[src/rtl/lsm_pkg.sv]
// lsm_pkg: shared types and constants for the load/store-multiple sequencer.
//   lsm_op_t     : STM / LDM / PUSH / POP
//   lsm_state_t  : sequencer FSM states
//   MEM_OP_*     : 7-bit data_mem opcodes presented during each operation
//   SP_IDX/LR_IDX/PC_IDX : fixed register indices used by PUSH/POP
//   popcount9()  : number of registers in a 9-bit transfer mask
package lsm_pkg;

  typedef enum logic [1:0] {
    OP_STM  = 2'd0,
    OP_LDM  = 2'd1,
    OP_PUSH = 2'd2,
    OP_POP  = 2'd3
  } lsm_op_t;

  typedef enum logic [1:0] {
    ST_IDLE  = 2'd0,
    ST_ISSUE = 2'd1,
    ST_DRAIN = 2'd2,
    ST_WB    = 2'd3
  } lsm_state_t;

  localparam logic [6:0] MEM_OP_STM  = 7'b1100_000;
  localparam logic [6:0] MEM_OP_LDM  = 7'b1100_100;
  localparam logic [6:0] MEM_OP_PUSH = 7'b1011_010;
  localparam logic [6:0] MEM_OP_POP  = 7'b1011_110;

  localparam logic [3:0] SP_IDX = 4'd13;
  localparam logic [3:0] LR_IDX = 4'd14;
  localparam logic [3:0] PC_IDX = 4'd15;

  function automatic logic [3:0] popcount9(input logic [8:0] m);
    logic [3:0] c;
    c = '0;
    for (int i = 0; i < 9; i++) begin
      c = c + {3'd0, m[i]};
    end
    return c;
  endfunction

  function automatic logic [6:0] mem_opcode_of(input lsm_op_t o);
    logic [6:0] r;
    case (o)
      OP_STM:  r = MEM_OP_STM;
      OP_LDM:  r = MEM_OP_LDM;
      OP_PUSH: r = MEM_OP_PUSH;
      default: r = MEM_OP_POP;
    endcase
    return r;
  endfunction

  function automatic logic op_is_load(input lsm_op_t o);
    return (o == OP_LDM) || (o == OP_POP);
  endfunction

endpackage

[src/rtl/lsm_sequencer_if.sv]
// lsm_sequencer_if: data-memory port between the sequencer and data_mem.
//   mem_write_en : write strobe (initiator -> memory)
//   mem_opcode   : 7-bit operation code (initiator -> memory)
//   mem_addr     : word address (initiator -> memory)
//   mem_data     : store data (initiator -> memory)
//   mem_rdata    : load data, valid one cycle after its address (memory -> initiator)
// Modports: master = sequencer side, slave = memory side.
interface lsm_sequencer_if #(
  parameter int ADDR_W = 32,
  parameter int DATA_W = 32
);
  logic              mem_write_en;
  logic [6:0]        mem_opcode;
  logic [ADDR_W-1:0] mem_addr;
  logic [DATA_W-1:0] mem_data;
  logic [DATA_W-1:0] mem_rdata;

  modport master (
    output mem_write_en, mem_opcode, mem_addr, mem_data,
    input  mem_rdata
  );

  modport slave (
    input  mem_write_en, mem_opcode, mem_addr, mem_data,
    output mem_rdata
  );
endinterface

[src/rtl/lsm_lowbit_enc.sv]
// lsm_lowbit_enc: finds the lowest set bit of a 9-bit register mask.
//   mask      in  9  bits 0..7 = R0..R7, bit 8 = LR (PUSH) or PC (POP)
//   ext_is_pc in  1  bit 8 names PC rather than LR
//   idx       out 4  register index of the lowest set bit
//   valid     out 1  mask is non-zero
module lsm_lowbit_enc
  import lsm_pkg::*;
(
  input  logic [8:0] mask,
  input  logic       ext_is_pc,
  output logic [3:0] idx,
  output logic       valid
);

  // One-hot of the lowest set bit: a bit wins when nothing below it is set.
  logic [8:0] onehot;

  generate
    for (genvar gi = 0; gi < 9; gi++) begin : g_low
      if (gi == 0) begin : g_first
        assign onehot[gi] = mask[0];
      end else begin : g_rest
        assign onehot[gi] = mask[gi] & ~(|mask[gi-1:0]);
      end
    end
  endgenerate

  assign valid = |mask;

  always_comb begin
    idx = '0;
    for (int i = 0; i < 8; i++) begin
      if (onehot[i]) idx = 4'(i);
    end
    if (onehot[8]) idx = ext_is_pc ? PC_IDX : LR_IDX;
  end

endmodule

[src/rtl/lsm_sequencer.sv]
// lsm_sequencer: unrolls Thumb STM/LDM/PUSH/POP into one data-memory word
// access per cycle, owning the memory port (busy) until the base/SP update.
// Ports:
//   clk, rst            clock, synchronous active-high reset
//   start, op           launch request (sampled in IDLE) and operation kind
//   base_reg, base_val  Rn index (STM/LDM) and current Rn/SP value
//   reg_list, reg_list_ext  R0..R7 mask; LR (PUSH) / PC (POP) include
//   busy, done, fault   status: in progress, final-cycle pulse, alignment fault
//   mem                 data-memory port (lsm_sequencer_if.master)
//   rf_rd_addr/rf_rd_data  combinational register-file read (store data)
//   rf_wr_en/addr/data     register-file write (load data, base writeback)
// Build option: define LSM_ALIGN_FAULT_EN to reject a misaligned base with a
// fault pulse; otherwise the low two address bits are forced to zero and
// fault is tied low.
module lsm_sequencer
  import lsm_pkg::*;
#(
  parameter int ADDR_W = 32,
  parameter int DATA_W = 32
) (
  input  logic              clk,
  input  logic              rst,
  input  logic              start,
  input  lsm_op_t           op,
  input  logic [3:0]        base_reg,
  input  logic [ADDR_W-1:0] base_val,
  input  logic [7:0]        reg_list,
  input  logic              reg_list_ext,
  output logic              busy,
  output logic              done,
  output logic              fault,
  lsm_sequencer_if.master   mem,
  output logic [3:0]        rf_rd_addr,
  input  logic [DATA_W-1:0] rf_rd_data,
  output logic              rf_wr_en,
  output logic [3:0]        rf_wr_addr,
  output logic [DATA_W-1:0] rf_wr_data
);

  lsm_state_t        state_q, state_d;
  lsm_op_t           op_q, op_d;
  logic [8:0]        list_q, list_d;         // registers still to be issued
  logic [3:0]        cur_idx_q, cur_idx_d;   // register of the word on the port now
  logic [ADDR_W-1:0] mem_addr_q, mem_addr_d;
  logic              mem_we_q, mem_we_d;
  logic [6:0]        mem_opcode_q, mem_opcode_d;
  logic              rf_wr_en_q, rf_wr_en_d;
  logic [3:0]        rf_wr_addr_q, rf_wr_addr_d;
  logic [DATA_W-1:0] rf_wr_data_q, rf_wr_data_d;
  logic              load_wr_q, load_wr_d;   // rf write data comes straight from mem_rdata
  logic              done_q, done_d;
  logic [ADDR_W-1:0] base_final_q, base_final_d;
  logic              base_wb_q, base_wb_d;
  logic [3:0]        base_idx_q, base_idx_d;
`ifdef LSM_ALIGN_FAULT_EN
  logic              fault_q, fault_d;
`endif

  // Decode of the incoming request, only meaningful while IDLE.
  logic              is_stack_in;
  logic [8:0]        mask_in;
  logic [ADDR_W-1:0] span_in;
  logic [ADDR_W-1:0] lo_addr_in;
  logic [ADDR_W-1:0] final_in;
  logic              rn_in_list;
  logic              load_q;

  assign is_stack_in = (op == OP_PUSH) || (op == OP_POP);
  assign mask_in     = {is_stack_in & reg_list_ext, reg_list};
  assign span_in     = ADDR_W'({popcount9(mask_in), 2'b00});
  // PUSH is full-descending but still transfers lowest register at lowest address.
  assign lo_addr_in  = (op == OP_PUSH) ? base_val - span_in : base_val;
  assign final_in    = (op == OP_PUSH) ? base_val - span_in : base_val + span_in;
  // LDM that loads its own base register keeps the loaded value.
  assign rn_in_list  = (op == OP_LDM) && !base_reg[3] && reg_list[base_reg[2:0]];
  assign load_q      = op_is_load(op_q);

  // One encoder serves both the launch cycle and each issue cycle.
  logic [8:0] enc_mask;
  logic       enc_pc;
  logic [3:0] enc_idx;
  logic       enc_valid;

  assign enc_mask = (state_q == ST_IDLE) ? mask_in : list_q;
  assign enc_pc   = (state_q == ST_IDLE) ? (op == OP_POP) : (op_q == OP_POP);

  lsm_lowbit_enc u_enc (
    .mask      (enc_mask),
    .ext_is_pc (enc_pc),
    .idx       (enc_idx),
    .valid     (enc_valid)
  );

  always_comb begin
    state_d      = state_q;
    op_d         = op_q;
    list_d       = list_q;
    cur_idx_d    = cur_idx_q;
    mem_addr_d   = mem_addr_q;
    mem_we_d     = 1'b0;
    mem_opcode_d = mem_opcode_q;
    rf_wr_en_d   = 1'b0;
    rf_wr_addr_d = '0;
    rf_wr_data_d = '0;
    load_wr_d    = 1'b0;
    done_d       = 1'b0;
    base_final_d = base_final_q;
    base_wb_d    = base_wb_q;
    base_idx_d   = base_idx_q;
`ifdef LSM_ALIGN_FAULT_EN
    fault_d      = 1'b0;
`endif

    case (state_q)
      ST_IDLE: begin
        if (start) begin
          op_d         = op;
          mem_opcode_d = mem_opcode_of(op);
          base_final_d = final_in;
          base_idx_d   = is_stack_in ? SP_IDX : base_reg;
          base_wb_d    = enc_valid && !rn_in_list;
`ifdef LSM_ALIGN_FAULT_EN
          if (base_val[1:0] != 2'b00) begin
            base_wb_d = 1'b0;
            fault_d   = 1'b1;
            state_d   = ST_WB;
          end else
`endif
          if (!enc_valid) begin
            state_d = ST_WB;
          end else begin
            state_d    = ST_ISSUE;
            cur_idx_d  = enc_idx;
            list_d     = mask_in & (mask_in - 9'd1);
            mem_addr_d = lo_addr_in & ~ADDR_W'(3);
            mem_we_d   = !op_is_load(op);
          end
        end
      end

      ST_ISSUE: begin
        // Loaded word for the current address arrives next cycle.
        if (load_q) begin
          rf_wr_en_d   = 1'b1;
          rf_wr_addr_d = cur_idx_q;
          load_wr_d    = 1'b1;
        end
        if (enc_valid) begin
          cur_idx_d  = enc_idx;
          list_d     = list_q & (list_q - 9'd1);
          mem_addr_d = mem_addr_q + ADDR_W'(4);
          mem_we_d   = !load_q;
        end else begin
          state_d = load_q ? ST_DRAIN : ST_WB;
        end
      end

      ST_DRAIN: state_d = ST_WB;

      ST_WB: state_d = ST_IDLE;

      default: state_d = ST_IDLE;
    endcase

    // Outputs of the WB cycle are prepared on the way in.
    if (state_d == ST_WB && state_q != ST_WB) begin
      done_d       = 1'b1;
      rf_wr_en_d   = base_wb_d;
      rf_wr_addr_d = base_idx_d;
      rf_wr_data_d = DATA_W'(base_final_d);
    end
  end

  always_ff @(posedge clk) begin
    if (rst) begin
      state_q      <= ST_IDLE;
      op_q         <= OP_STM;
      list_q       <= '0;
      cur_idx_q    <= '0;
      mem_addr_q   <= '0;
      mem_we_q     <= 1'b0;
      mem_opcode_q <= '0;
      rf_wr_en_q   <= 1'b0;
      rf_wr_addr_q <= '0;
      rf_wr_data_q <= '0;
      load_wr_q    <= 1'b0;
      done_q       <= 1'b0;
      base_final_q <= '0;
      base_wb_q    <= 1'b0;
      base_idx_q   <= '0;
`ifdef LSM_ALIGN_FAULT_EN
      fault_q      <= 1'b0;
`endif
    end else begin
      state_q      <= state_d;
      op_q         <= op_d;
      list_q       <= list_d;
      cur_idx_q    <= cur_idx_d;
      mem_addr_q   <= mem_addr_d;
      mem_we_q     <= mem_we_d;
      mem_opcode_q <= mem_opcode_d;
      rf_wr_en_q   <= rf_wr_en_d;
      rf_wr_addr_q <= rf_wr_addr_d;
      rf_wr_data_q <= rf_wr_data_d;
      load_wr_q    <= load_wr_d;
      done_q       <= done_d;
      base_final_q <= base_final_d;
      base_wb_q    <= base_wb_d;
      base_idx_q   <= base_idx_d;
`ifdef LSM_ALIGN_FAULT_EN
      fault_q      <= fault_d;
`endif
    end
  end

  assign busy             = (state_q != ST_IDLE);
  assign done             = done_q;
`ifdef LSM_ALIGN_FAULT_EN
  assign fault            = fault_q;
`else
  assign fault            = 1'b0;
`endif
  assign mem.mem_write_en = mem_we_q;
  assign mem.mem_opcode   = mem_opcode_q;
  assign mem.mem_addr     = mem_addr_q;
  assign mem.mem_data     = rf_rd_data;
  assign rf_rd_addr       = cur_idx_q;
  assign rf_wr_en         = rf_wr_en_q;
  assign rf_wr_addr       = rf_wr_addr_q;
  assign rf_wr_data       = load_wr_q ? mem.mem_rdata : rf_wr_data_q;

endmodule

[src/flat_wrapper.sv]
// flat-port wrapper written by rule: the top's interface ports become plain ports
module lsm_sequencer_flat import lsm_pkg::*;
#(
  parameter int ADDR_W = 32,
  parameter int DATA_W = 32
)
  (clk, rst, start, op, base_reg, base_val, reg_list, reg_list_ext, busy, done, fault, rf_rd_addr, rf_rd_data, rf_wr_en, rf_wr_addr, rf_wr_data, mem_mem_write_en, mem_mem_opcode, mem_mem_addr, mem_mem_data, mem_mem_rdata);
  lsm_sequencer_if #(.ADDR_W(ADDR_W), .DATA_W(DATA_W)) mem_i ();
  input  logic clk;
  input  logic rst;
  input  logic start;
  input  lsm_op_t op;
  input  logic [3:0] base_reg;
  input  logic [ADDR_W-1:0] base_val;
  input  logic [7:0] reg_list;
  input  logic reg_list_ext;
  output logic busy;
  output logic done;
  output logic fault;
  output logic [3:0] rf_rd_addr;
  input  logic [DATA_W-1:0] rf_rd_data;
  output logic rf_wr_en;
  output logic [3:0] rf_wr_addr;
  output logic [DATA_W-1:0] rf_wr_data;
  output wire logic [$bits(mem_i.mem_write_en)-1:0] mem_mem_write_en;
  output wire logic [$bits(mem_i.mem_opcode)-1:0] mem_mem_opcode;
  output wire logic [$bits(mem_i.mem_addr)-1:0] mem_mem_addr;
  output wire logic [$bits(mem_i.mem_data)-1:0] mem_mem_data;
  input wire logic [$bits(mem_i.mem_rdata)-1:0] mem_mem_rdata;
  assign mem_mem_write_en = mem_i.mem_write_en;
  assign mem_mem_opcode = mem_i.mem_opcode;
  assign mem_mem_addr = mem_i.mem_addr;
  assign mem_mem_data = mem_i.mem_data;
  assign mem_i.mem_rdata = mem_mem_rdata;
  lsm_sequencer #(.ADDR_W(ADDR_W), .DATA_W(DATA_W)) u_core (.clk(clk), .rst(rst), .start(start), .op(op), .base_reg(base_reg), .base_val(base_val), .reg_list(reg_list), .reg_list_ext(reg_list_ext), .busy(busy), .done(done), .fault(fault), .mem(mem_i), .rf_rd_addr(rf_rd_addr), .rf_rd_data(rf_rd_data), .rf_wr_en(rf_wr_en), .rf_wr_addr(rf_wr_addr), .rf_wr_data(rf_wr_data));
endmodule
[config.mk]
export PLATFORM = sky130hd
export DESIGN_NAME = lsm_sequencer_flat
export DESIGN_NICKNAME = d
export VERILOG_FILES = /design/src/rtl/lsm_pkg.sv /design/src/rtl/lsm_sequencer_if.sv /design/src/rtl/lsm_lowbit_enc.sv /design/src/rtl/lsm_sequencer.sv /design/src/flat_wrapper.sv
export SDC_FILE = /design/constraint.sdc
export NUM_CORES = 1
export LEC_CHECK = 0
export CAP_MARGIN = 15
export CORE_MARGIN = 3
export CORE_UTILIZATION = 40
export CTS_CLUSTER_DIAMETER = 50
export DETAILED_ROUTE_END_ITERATION = 8
export DONT_BUFFER_PORTS = 1
export GPL_ROUTABILITY_DRIVEN = 0
export SYNTH_ARGS = -nofsm -noshare
export SYNTH_HDL_FRONTEND = slang
export SYNTH_SLANG_ARGS = --single-unit
[constraint.sdc]
create_clock -name clk -period 8.12 [get_ports clk]
set_input_delay 1.624 -clock clk [delete_from_list [all_inputs] [get_ports clk]]
set_output_delay 1.624 -clock clk [all_outputs]
set_load 0.02 [all_outputs]
### Word level (Yosys, flattened, before mapping)

Index checks and enable logic that the tools add are counted.

* bits in registers: 133
* input bits: 114
* output and inout bits: 116
* logic and storage cells: 140

* add/sub/neg operators: 13
* $lt $le $gt $ge: 1
* equal/unequal tests: 13
* mux-type cells: 51
* bitwise logic cells: 20
* reduce and logical (&&, ||, !) cells: 27

Operators by type and width (number)
* $mux 32: 8
* $pmux 32 s2: 1
* $mux 4: 15
* $mux 9: 4
* $add 32x3->32 const B: 1
* $add 32x6->32: 1
* $sub 32x6->32: 1
* $add 4x1->4: 7
* $and 9x9->9: 2
* $pmux 6 s3: 1
* $pmux 9 s2: 1
* $sub 9x1->9 const B: 2
* $mux 1: 14
* $eq 2x2->1 const B: 6
* $and 1x1->1: 9
* $not 1->1: 9
* $reduce_or 9->1: 1
* $pmux 2 s4: 1
* $pmux 4 s2: 1
* $reduce_or 8->1: 1
* $reduce_or 7->1: 1
* $eq 2x1->1 const B: 3
* $mux 2: 3
* $reduce_or 6->1: 1
* other kinds (17): 31

### Longest topological paths before layout

* depth in word-level cells: 17
* mapped depth: 21
* depth with buffers taken out: 20

### By module

A second synthesis with hierarchy kept.

* cell total of the unflattened synthesis: 1071
* area, all modules: 8401.8 um^2

By module, submodules not included
* lsm_sequencer: times used 1, cells each 1050, area an instance 8260.4 um^2, seq. area each 2542.4 um^2
* lsm_lowbit_enc: times used 1, cells each 21, area an instance 141.4 um^2, seq. area each 0.0 um^2

### Worst setup path before layout

No wires, ideal clock.

* path kind: input port to flip-flop
* start point: input port reg_list[0]
* end point: register u_core.mem_addr_q[29] (netlist: u_core.mem.mem_addr[29])
* setup time: 0.086 ns
* arrival time: 6.226 ns
* data required time: 8.034 ns
* slack: 1.809 ns
* stages on the path: 18
* buffers on the path: 1
* path through: inv_1 ha_1 inv_1 fa_1 fa_1 fa_1 inv_1 ha_1 fa_1 ha_1 or2_2 a221oi_1 or2_0 clkbuf_1 or4_1 xnor2_1 o21ai_1 a211oi_1

* cells in the longest elaborated chain, start to end: 13
* elaborated cells between the ends (all ways): 18
* classes of those cells: add/sub: 9; eq/ne: 2; mux: 5; reduce/logical: 2

Ends and longest elaborated chain
* start: declaration: RTL line flat_wrapper.sv:15 `input logic [7:0] reg_list;`
* $add 1x1->2: RTL line lsm_pkg.sv:36 `c = c + {3'd0, m[i]};`
* $add 4x1->4 (7 in a row): RTL line lsm_pkg.sv:36
* $sub 32x6->32: RTL line lsm_sequencer.sv:72 `assign lo_addr_in = (op == OP_PUSH) ? base_val - span_in : base_val;`
* $mux 32: RTL line lsm_sequencer.sv:72
* $mux 32: RTL line lsm_sequencer.sv:129 `if (!enc_valid) begin`
* $mux 32: RTL line lsm_sequencer.sv:116 `if (start) begin`
* $pmux 32 s2: RTL line lsm_sequencer.sv:114 `case (state_q)`
* end signal: assignment: RTL line lsm_sequencer.sv:199 `mem_addr_q <= mem_addr_d;`
* end: declaration: RTL line lsm_sequencer.sv:44 `logic [ADDR_W-1:0] mem_addr_q, mem_addr_d;`

Parallel ways exist; a longest one is shown, timed or not. The select of a mux whose other input is x is not followed.
A chain may end at the register's enable or synchronous reset.

### Worst setup path in the final report

* start point: input port reg_list[0]
* end point: register u_core.rf_wr_data_q[15]

* cells in the longest elaborated chain, start to end: 12
* elaborated cells between the ends (all ways): 23
* classes of those cells: add/sub: 10; eq/ne: 1; mux: 8; bitwise: 1; reduce/logical: 3

Ends and longest elaborated chain
* $add 1x1->2: RTL line lsm_pkg.sv:36
* $add 4x1->4 (7 in a row): RTL line lsm_pkg.sv:36
* $add 32x6->32 or $sub 32x6->32 (tied branches): RTL line lsm_sequencer.sv:73 `assign final_in = (op == OP_PUSH) ? base_val - span_in : base_val + span_in;`
* $mux 32: RTL line lsm_sequencer.sv:73
* $mux 32: RTL line lsm_sequencer.sv:116
* $mux 32: RTL line lsm_sequencer.sv:114
* end signal: assignment: RTL line lsm_sequencer.sv:204 `rf_wr_data_q <= rf_wr_data_d;`
* end: declaration: RTL line lsm_sequencer.sv:49 `logic [DATA_W-1:0] rf_wr_data_q, rf_wr_data_d;`

Parallel ways exist; a longest one is shown, timed or not.

==> results <==
- The run finished with clean final reports.
- The highest-delay cell along the critical path is sky130_fd_sc_hd__fa_1.
- In the final layout, the share of cells above drive strength 1 is 11.4%.
- Across the routed clock network, the largest skew measured is 0.0164 ns.
- The number of iterations in the first detailed-routing pass is 5.
- The final wirelength is 23.8 mm.
- The cell-internal power is 1.28 mW.
- The TritonCTS clock tree is yes.
- The die area is 21800 um2.
- The number of I/O port buffers is 0.
- After routing, the total negative slack on setup checks comes to 0 ns.
- Buffers inserted to repair hold after CTS numbered 0.
- Setup repair after global routing left no endpoint under its margin.
- The largest single stage delay on the critical path is 0.50 ns.
- The total non-filler cell area in the finished layout is 8490 um2.
- The clock transition at the registers of the reported paths is 0.06 ns.
- After synthesis, flip-flops and latches occupy 31.6% of the total area.
- The count of cells in the finished layout, fillers not included, comes to 1213.
- For this design the total switching power over the nets is 0.626 mW.
- The antenna diode count is 0.
- The latest clock arrival within the worst-skew pair is 0.43 ns.
- Along the worst path, the maximum fanout reaches 9.
- The worst setup path is captured at a flop.
- In the post-synthesis netlist, the biggest area contributors are sky130_fd_sc_hd__dfxtp_1, sky130_fd_sc_hd__a21oi_1, sky130_fd_sc_hd__nor2_1.
- Summed over all layers, the global routing overflow is 0.
- The endpoint arrival time on the critical path is 6.48 ns.
- The time the worst path needs with I/O delays and setup is 6.11 ns.
- The portion of total power attributed to sequential cells is 38.4%.
- The count of endpoints failing hold in the final timing report is 0.
- The first global-routing pass estimated 37.3 mm of wire.
- The initial core utilization is 41.0%.
- The largest net degree at the start of global routing is 97.
- The post-synthesis average cell area is 7.94 um2.
- The region available for standard cell placement spans 19600 um2.
- Among the stages of the critical path, the cell type that occurs most often is sky130_fd_sc_hd__fa_1.
- Derived from the worst setup path, the maximum achievable clock frequency is 0.164 GHz.
- The violation count after the first detailed-route iteration is 469.
- Across the VDD grid, the largest voltage drop is 0.133 mV.
- In this run the power density over the cells is 224 nW/um2.
- Global routing used 21.4% of the available tracks across all layers.
- The buffer depth of the longest clock path is 2.
- The clock sink count is 127.
- The worst max-slew margin expressed relative to the limit is 40.6%.
- After clock tree synthesis, the setup repair step added 0 buffers.
- The via count normalized by instance count is 5.73.
- The cell area after synthesis is 8040 um2.
- Compared with the post-synthesis result, the final layout area differs by 5.70%.
- The worst hold margin is 0.444 ns.
- For the worst setup path, the data required time is 8.49 ns.
- The synthesized design contains 0 enable-type register cells.
- The horizontal die dimension is 148 um.
- Across the run, the number of max-cap violations was 0.
- In this run switching power makes up 32.9% of total power.
- The relative contribution of combinational cells to total power is 21.3%.
- Summed over all cells, the static leakage comes to 3.10 nW.
- The number of standard cells after synthesis is 1012.
- The total I/O pin count is 230.
- The kind of start point of the critical path is a primary input.
- The path class of the tightest hold or removal check is flop to flop.
- Gates resized during post-CTS repair numbered 0.
- The yosys synthesis warning count is 0.
- In this run the core area contains 51 standard-cell rows.
- Detailed routing inserted a total of 6949 vias.
- The share of the synthesized area in the top cell type is 31.6%.
- By count the netlist is led by sky130_fd_sc_hd__dfxtp_1, sky130_fd_sc_hd__nor2_1, sky130_fd_sc_hd__a21oi_1, sky130_fd_sc_hd__nand2_1, sky130_fd_sc_hd__clkbuf_1.
- The leading area contributor after synthesis is sky130_fd_sc_hd__dfxtp_1.
- The number of global-route vias before repair was 6424.
- The most used flip-flop cell after synthesis is sky130_fd_sc_hd__dfxtp_1.
- Setup violations remaining at the end of the flow were counted as 0.
- Power comes to 1.91 mW.
- Summing all placed instances gives a cell area of 7910 um2.
- The number of nets in the layout is 1073.
- The count of nets left with antenna violations once routing finished came out at 0.
- The clock tree synthesis step divided the H-tree into 4 levels.
- Counting flops and latches in the post-synthesis netlist gives 127.
- After legalization and detailed placement, the total HPWL measured 17.3 mm.
- The dominant delay contributor by cell family on the critical path is adder cells.
- Counting distinct cell types in the post-synthesis netlist gives 73.
- Yosys instantiated no cell more often than sky130_fd_sc_hd__dfxtp_1.
- The type of the setup path with the least slack is primary input to flop.
- In this run the vertical extent of the chip is 148 um.
- In the routed design, unresolved DRC markers number 0.
- In the final routed layout, each cell accounts on average for 19.6 um.
- For the pin with the worst max-slew slack, the measured transition is 0.884 ns.
- CTS placed an instance of sky130_fd_sc_hd__clkbuf_16 at the clock tree root.
- The number of antenna violations at the first check in global routing is 0.
- The fraction of synthesis flops using an asynchronous set or reset pin is 0%.
- The number of max-slew violations in the final report is 0.
- The critical path contains buffers and inverters numbering 4 combined.
- Counting the buffers created by CTS gives 17.
- The post-route clock period utilization is 75.3%.
- Traced cell by cell, the critical path runs through inv_1, ha_1, inv_1, fa_1, fa_1, fa_1, inv_1, ha_1, fa_1, ha_1, or2_2, a221oi_1, buf_4, or2_0, o22ai_1, xnor2_1, o21ai_0, and2_1.
- Once placement completed, the tool counted placed cells totaling 1181.
- In this run, the clock network consumes 40.3% of the power.
-- cells in the final DEF (no fill, tap or decap), drive strengths merged, types with 13 or more instances in the layout --
cell type    n
nand2       82
nor2       106
nor3        50
a21oi       82
mux2        32
o21ai       48
xor2        22
nor4        14
dfxtp      127
xnor2       35
or3         13
or4         14
nand3       25
clkbuf      18
and2        20
inv         35
ha          17
a31oi       16
a211oi      22
-- routing by layer --
layer	GRT usage, %	part of all wire, %	up-vias
li1	-	-	3382
met1	31.1	46	3201
met2	30.7	42	329
met3	6.56	10	37
met4	6.10	1.5	0
met5	0	0	-
-- path summary, 6_finish.rpt --
kind                               start                      end  slack [ns]  depth (start not counted)
setup / recovery             reg_list[0]  u_core.rf_wr_data_q[15]        2.01                         18
hold / removal    u_core.base_final_q[1]   u_core.base_final_q[1]        0.44                          2
setup reg to reg       u_core.state_q[1]  u_core.rf_wr_data_q[15]        4.64                         10
hold reg to reg   u_core.base_final_q[1]   u_core.base_final_q[1]        0.44                          2
-- registers in the layout, summed over array words and instances (netlist names) --
| register | flops |
|---|---|
| u_core.rf_wr_data_q | 32 |
| u_core.load_wr_q | 1 |
| u_core.list_q | 8 |
| u_core.base_wb_q | 1 |
| u_core.state_q | 2 |
| u_core.base_idx_q | 4 |
| u_core.rf_wr_en | 1 |
| u_core.base_final_q | 32 |
| u_core.op_q | 2 |
| u_core.rf_rd_addr | 4 |
| u_core.mem.mem_addr | 30 |
| u_core.mem.mem_write_en | 1 |
| u_core.mem.mem_opcode | 4 |
| u_core.rf_wr_addr | 4 |
| u_core.done | 1 |
-- layout make-up --
class	count	area [um2]
clock inverter	14	155
timing repair buffer	12	90.1
tap	265	332
multi-input combinational	747	4830
sequential	127	2540
clock buffer	18	429
inverter	30	113
fill	2017	11100
-- tightest hold or removal path, cell delays in order (launching register included) --
cell and delay (ns):
sky130_fd_sc_hd__dfxtp_1 0.29, sky130_fd_sc_hd__nand2_1 0.04, sky130_fd_sc_hd__a21oi_1 0.06
-- logic make-up (layout without fill, tap and decap cells) --
family | count (synthesis) | after routing | share of synthesized area [%]
xor+xnor | 57 | 57 | 6.21
mux | 44 | 44 | 6.29
compound gates | 233 | 233 | 18.4
fa+ha+maj | 24 | 24 | 4.39
other cells | 1 | 4 | 0.0467
flops | 127 | 127 | 31.6
buf+inv | 141 | 74 | 8.53
simple gates | 385 | 385 | 24.5
-- power by group through the flow --
| stage | Clock, mW | Combinational [mW] | Sequential, mW |
|---|---|---|---|
| after detailed placement | 0 | 0.404 | 0.745 |
| after global placement | 0 | 0.400 | 0.744 |
| final | 0.768 | 0.407 | 0.732 |
| after CTS | 0.781 | 0.406 | 0.731 |
| after floorplan | 0 | 0.355 | 0.727 |
| after global routing | 0.812 | 0.458 | 0.738 |
-- stage by stage --
step	utilization [%]	setup slack, ns
after floorplan	-	1.81
after detailed placement	40.4	1.59
final	43.4	2.01
after global routing	43.4	1.76
after CTS	43.4	2.03
after global placement	40.4	1.63
No activity file was read; power rests on OpenSTA's default activity.
